===== src/rtl/lsu_pkg.sv =====
// Shared types and lane helpers for the load/store unit: size and state encodings,
// sub-word extraction with sign/zero extension, and sub-word merge into a RAM word.
package lsu_pkg;

   typedef enum logic [1:0] {
      SZ_BYTE = 2'b00,
      SZ_HALF = 2'b01,
      SZ_WORD = 2'b10,
      SZ_RSVD = 2'b11
   } size_e;

   typedef enum logic [1:0] {
      ST_IDLE   = 2'b00,
      ST_ACCESS = 2'b01,
      ST_MERGE  = 2'b10
   } state_e;

   function automatic logic is_misaligned(input size_e size, input logic [1:0] lane);
      logic bad;
      case (size)
         SZ_BYTE: bad = 1'b0;
         SZ_HALF: bad = lane[0];
         SZ_WORD: bad = (lane != 2'b00);
         default: bad = 1'b1;
      endcase
      return bad;
   endfunction

   // Little-endian lanes: byte at offset 0 lives in bits [7:0].
   function automatic logic [31:0] lane_extract(input logic [31:0] word, input size_e size,
                                                input logic [1:0] lane, input logic sgn);
      logic [7:0]  b;
      logic [15:0] h;
      logic [31:0] r;
      case (lane)
         2'd0:    b = word[7:0];
         2'd1:    b = word[15:8];
         2'd2:    b = word[23:16];
         default: b = word[31:24];
      endcase
      h = lane[1] ? word[31:16] : word[15:0];
      case (size)
         SZ_BYTE: r = {{24{sgn & b[7]}}, b};
         SZ_HALF: r = {{16{sgn & h[15]}}, h};
         SZ_WORD: r = word;
         default: r = '0;
      endcase
      return r;
   endfunction

   function automatic logic [31:0] lane_merge(input logic [31:0] word, input logic [15:0] wdata,
                                              input size_e size, input logic [1:0] lane);
      logic [31:0] r;
      r = word;
      case (size)
         SZ_BYTE: begin
            case (lane)
               2'd0:    r[7:0]   = wdata[7:0];
               2'd1:    r[15:8]  = wdata[7:0];
               2'd2:    r[23:16] = wdata[7:0];
               default: r[31:24] = wdata[7:0];
            endcase
         end
         SZ_HALF: begin
            if (lane[1]) r[31:16] = wdata;
            else         r[15:0]  = wdata;
         end
         default: r = word;
      endcase
      return r;
   endfunction

endpackage


===== src/rtl/lsu_align.sv =====
// Combinational lane logic: load extract/extend from the RAM word and
// sub-word store merge into the captured word.
module lsu_align
   import lsu_pkg::*;
(
   input  logic [31:0] rd_word,
   input  logic [31:0] mrg_word,
   input  logic [15:0] wdata,
   input  size_e       size,
   input  logic [1:0]  lane,
   input  logic        sgn,
   output logic [31:0] ld_data,
   output logic [31:0] st_data
);

   assign ld_data = lane_extract(rd_word, size, lane, sgn);
   assign st_data = lane_merge(mrg_word, wdata, size, lane);

endmodule


===== src/rtl/load_store_unit.sv =====
// Load/store unit: one request at a time, word-aligned RAM accesses, sub-word
// stores via read-modify-write, misaligned requests answered without touching RAM.
module load_store_unit #(
   parameter int MEM_DEPTH  = 1024,
   parameter int ADDR_WIDTH = $clog2(MEM_DEPTH)
) (
   input  logic                  CLK,
   input  logic                  RST_N,
   input  logic                  req_valid,
   output logic                  req_ready,
   input  logic                  req_store,
   input  logic [1:0]            req_size,
   input  logic                  req_signed,
   input  logic [ADDR_WIDTH-1:0] req_addr,
   input  logic [31:0]           req_wdata,
   output logic                  rsp_valid,
   output logic [31:0]           rsp_rdata,
   output logic                  rsp_misaligned,
   output logic [ADDR_WIDTH-1:0] mem_A,
   output logic                  mem_WE,
   output logic [31:0]           mem_WD,
   input  logic [31:0]           mem_RD
);
   import lsu_pkg::*;

   state_e                state_q, state_d;
   logic                  store_q, store_d;
   size_e                 size_q, size_d;
   logic                  signed_q, signed_d;
   logic [ADDR_WIDTH-1:0] addr_q, addr_d;
   logic [31:0]           wdata_q, wdata_d;
   logic                  err_q, err_d;
   logic [31:0]           merge_q, merge_d;
   logic                  rsp_valid_q, rsp_valid_d;
   logic [31:0]           rsp_rdata_q, rsp_rdata_d;
   logic                  rsp_mis_q, rsp_mis_d;
   logic [31:0]           ld_data;
   logic [31:0]           st_data;

   lsu_align u_align (
      .rd_word  (mem_RD),
      .mrg_word (merge_q),
      .wdata    (wdata_q[15:0]),
      .size     (size_q),
      .lane     (addr_q[1:0]),
      .sgn      (signed_q),
      .ld_data  (ld_data),
      .st_data  (st_data)
   );

   assign req_ready      = (state_q == ST_IDLE);
   assign mem_A          = {addr_q[ADDR_WIDTH-1:2], 2'b00};
   assign rsp_valid      = rsp_valid_q;
   assign rsp_rdata      = rsp_rdata_q;
   assign rsp_misaligned = rsp_mis_q;

   always_comb begin
      state_d     = state_q;
      store_d     = store_q;
      size_d      = size_q;
      signed_d    = signed_q;
      addr_d      = addr_q;
      wdata_d     = wdata_q;
      err_d       = err_q;
      merge_d     = merge_q;
      rsp_valid_d = 1'b0;
      rsp_rdata_d = '0;
      rsp_mis_d   = 1'b0;
      mem_WE      = 1'b0;
      mem_WD      = '0;
      case (state_q)
         ST_IDLE: begin
            if (req_valid) begin
               store_d  = req_store;
               size_d   = size_e'(req_size);
               signed_d = req_signed;
               addr_d   = req_addr;
               wdata_d  = req_wdata;
               err_d    = is_misaligned(size_e'(req_size), req_addr[1:0]);
               state_d  = ST_ACCESS;
            end
         end
         ST_ACCESS: begin
            if (err_q) begin
               rsp_valid_d = 1'b1;
               rsp_mis_d   = 1'b1;
               state_d     = ST_IDLE;
            end else if (!store_q) begin
               rsp_valid_d = 1'b1;
               rsp_rdata_d = ld_data;
               state_d     = ST_IDLE;
            end else if (size_q == SZ_WORD) begin
               mem_WE      = 1'b1;
               mem_WD      = wdata_q;
               rsp_valid_d = 1'b1;
               state_d     = ST_IDLE;
            end else begin
               // Sub-word store: read phase of the read-modify-write.
               merge_d = mem_RD;
               state_d = ST_MERGE;
            end
         end
         ST_MERGE: begin
            mem_WE      = 1'b1;
            mem_WD      = st_data;
            rsp_valid_d = 1'b1;
            state_d     = ST_IDLE;
         end
         default: state_d = ST_IDLE;
      endcase
   end

   always_ff @(posedge CLK or negedge RST_N) begin
      if (!RST_N) begin
         state_q     <= ST_IDLE;
         rsp_valid_q <= 1'b0;
         rsp_rdata_q <= '0;
         rsp_mis_q   <= 1'b0;
      end else begin
         state_q     <= state_d;
         rsp_valid_q <= rsp_valid_d;
         rsp_rdata_q <= rsp_rdata_d;
         rsp_mis_q   <= rsp_mis_d;
      end
   end

   // Request fields are only consumed after an accept, so they carry no reset.
   always_ff @(posedge CLK) begin
      store_q  <= store_d;
      size_q   <= size_d;
      signed_q <= signed_d;
      addr_q   <= addr_d;
      wdata_q  <= wdata_d;
      err_q    <= err_d;
      merge_q  <= merge_d;
   end

endmodule


===== config.mk =====
export PLATFORM = sky130hd
export DESIGN_NAME = load_store_unit
export DESIGN_NICKNAME = d
export VERILOG_FILES = /design/src/rtl/lsu_pkg.sv /design/src/rtl/lsu_align.sv /design/src/rtl/load_store_unit.sv
export SDC_FILE = /design/constraint.sdc
export NUM_CORES = 1
export LEC_CHECK = 0
export CAP_MARGIN = 20
export CORE_MARGIN = 3
export CORE_UTILIZATION = 30
export DETAILED_ROUTE_END_ITERATION = 12
export PLACE_DENSITY = 0.51
export SYNTH_ARGS = -nofsm -noshare
export SYNTH_HDL_FRONTEND = slang
export SYNTH_HIERARCHICAL = 1
export SYNTH_SLANG_ARGS = --single-unit

===== constraint.sdc =====
create_clock -name CLK -period 3.95 [get_ports CLK]
set_clock_uncertainty 0.1 [all_clocks]
set_input_delay 0.79 -clock CLK [delete_from_list [all_inputs] [get_ports CLK]]
set_output_delay 0.79 -clock CLK [all_outputs]
set_load 0.05 [all_outputs]

==> results.yml <==
outcome:
  status: "finished, final reports clean"
setup_path:
  cpMaxStageDelayCell: "edfxtp_1"
  cpPeakStageDelay_ps: 740
  crit_family: "flip-flops"
  critPathKind: "flip-flop to output port"
  start_kind: "flip-flop"
  path_cells: "nor2b_2 > a21oi_4 > a221o_1 > nand3_1 > o31ai_1 > buf_4"
  cp_max_fo: 13
  cp_num_buf_inv: 1
  crit_arrival_ps: 2690
  end_kind: "output port"
  required_ps: 3060
timing:
  finalHoldViolations: 0
  fin_crit_sh_pct: 90.5
  maxSlewViolCount: 0
  slew-limit-headroom_pct: 37.1
  period_minus_slack_ps: 3580
  setup_slack_ps: 374
  hold_slack_ps: 373
  tightest_slew_ps: 939
  fmax_ghz: 0.280
  rsz0062_at_grt: "no"
  setup_tns_ps: 0
  setup_violations: 0
synthesis:
  ys_seq_area_share_pct: 54.7
  yosys_register_bits: 115
  synth_flop_cell: "edfxtp_1"
  synth_cell_types: 49
  post_synth.cell_area_avg_sq_um: 12.1
  netlist_instances: 494
  synth_edf_count: 79
  yosysWarnings: 6
  netlist_area_sq_um: 5980
  async_flop_share_pct: 31.3
global_routing:
  grt_pass1_vias: 4676
  globalRouteTotalUtil_pct: 16.6
  antenna_found_initial: 0
  grt_pass1_wl_mm: 27.6
  grt_overflow_total: 0
  grt_max_degree: 48
placed_design:
  gp_congestion: 0.779
  dp_slack_ps: 819
  dpl.hpwl_mm: 13.2
  io_buffers: 156
clocking:
  cts-htree-levels: 4
  cts_max_path_buffers: 2
  cts_setup_buffers: 0
  cts_resized: 0
  clock_latency_ps: 410
  clkTransAtPathRegs_ps: 50
  cts_tree: "done"
  clock_sinks: 115
  cts_root_buffer: "clkbuf_16"
  holdBufCountCts: 0
  numCtsBuffers: 17
die:
  core.rowCount: 51
  dieWidth_microns: 147
  start_util_pct: 30.6
  coreArea_sq_um: 19500
  die_area_sq_um: 21700
  ios: 159
  fp.dieH_microns: 147
finish:
  syn_to_final_growth_pct: 42.2
  final_common_cell: "clkdlybuf4s50_1"
  n_antenna_cell: 0
  nets: 714
  drive_gt1_share_pct: 21.0
  layout_common_cells: "122 x clkdlybuf4s50_1, 79 x edfxtp_1, 50 x nand2_1, 36 x dfrtp_1"
detailed_routing:
  vias: 4641
  ant_nets: 0
  drt-initial-drc-count: 285
  routedWlPerCell_microns: 20.0
  drc: 0
  viasPerCell: 5.11
  drt_wl_total_mm: 18.2
  first_pass_iters: 5
pwr:
  p_total_w: 0.00471
  swShare_pct: 35.0
  power_frac_comb_pct: 33.0
  p_sw_w: 0.00165
  ir_drop_v: 0.000303
  p_int_w: 0.00306
  cellPowerDensity_nw_per_um2: 553
  p_seq_share_pct: 34.3
  power.leakage_nw: 3.19
  power.share.clock_pct: 32.7
job:
  drv_cap: 0
hold_path:
  hp-class: "input port to async pin"
final cells by class:
| cell class | instances | area, sq um |
|---|---|---|
| clock buffers | 18 | 429 |
| clock inverters | 14 | 164 |
| fillers | 1836 | 11000 |
| inverters | 3 | 11.3 |
| multi-input cells | 323 | 2390 |
| flip-flops and latches | 115 | 3270 |
| well taps | 265 | 332 |
| repair buffers | 170 | 1900 |
flip-flops by register name (all words and copies together) (netlist names), 2 cells and up:
name / flops
size_q: 2
merge_q: 32
addr_q: 10
state_q: 2
wdata_q: 32
rsp_rdata: 32
synth_stat cells (all sizes together) (2+ instances only):
cell type	n	area, sq um
mux2	35	398
o22ai	7	43.8
nand2b	6	37.5
a21o	8	60.1
mux2i	14	140
nor2	5	21.3
nor3b	2	31.3
a21oi	2	21.3
o31ai	34	305
o211ai	16	120
edfxtp	79	2370
nand2	50	188
dfrtp	36	901
nor3	2	10.0
nor2b	9	56.3
a221o	14	140
inv	3	11.3
ha	3	37.5
nand3	34	170
nand3b	3	38.8
and3	7	43.8
o21ai	10	50.0
a22o	7	61.3
a22oi	9	67.6
buf	38	254
and2	34	213
clkbuf	16	63.8
path summary, 6_finish.rpt:
check	from	end	slack [ps]	depth (start not counted)
max in group asynchronous	RST_N	rsp_rdata[0]	2860	1
max	size_q[0]	mem_WD[31]	370	6
min in group CLK	state_q[0]	state_q[0]	430	1
min	RST_N	rsp_rdata[12]	370	1
max reg2reg	size_q[0]	rsp_rdata[16]	1180	5
min reg2reg	state_q[0]	state_q[0]	430	1
cell families (layout without fill, tap and decap cells):
| kind of cell | Yosys count | in the layout | share of synthesized area, % |
|---|---|---|---|
| flip-flops | 115 | 115 | 54.7 |
| buffers and inverters | 57 | 205 | 5.50 |
| adder cells (fa/ha/maj) | 3 | 3 | 0.628 |
| AND/OR/NAND/NOR | 157 | 157 | 14.5 |
| other | 1 | 2 | 0.0627 |
| multiplexers | 49 | 49 | 8.99 |
| AO/OA/AOI/OAI | 112 | 112 | 15.6 |
per-stage QoR:
| stage | area, sq um | utilization [%] | instances |
|---|---|---|---|
| 5_1_grt | 8510 | 43.6 | 908 |
| 4_1_cts | 8510 | 43.6 | 908 |
| 3_3_place_gp | 7920 | 40.5 | 876 |
| 3_5_place_dp | 7920 | 40.5 | 876 |
| 2_1_floorplan | 5990 | - | 495 |
| 6_report | 8510 | 43.6 | 908 |
power by group through the flow:
| stage | combinational, W | sequential [W] | clock [W] |
|---|---|---|---|
| 4_1_cts | 0.00156 | 0.00161 | 0.00158 |
| 2_1_floorplan | 0.000973 | 0.00170 | 0 |
| 3_3_place_gp | 0.00154 | 0.00163 | 0 |
| 3_5_place_dp | 0.00156 | 0.00164 | 0 |
| 6_report | 0.00156 | 0.00162 | 0.00154 |
| 5_1_grt | 0.00166 | 0.00163 | 0.00163 |
metal layers:
metal	up-vias	track usage (%)	wire length, microns
met5	-	0	0
met3	17	4.04	924
met4	0	4.61	250
met1	2328	20.8	7640
li1	2123	-	-
met2	173	28.6	9350
Power figures use the tool's default switching activity.
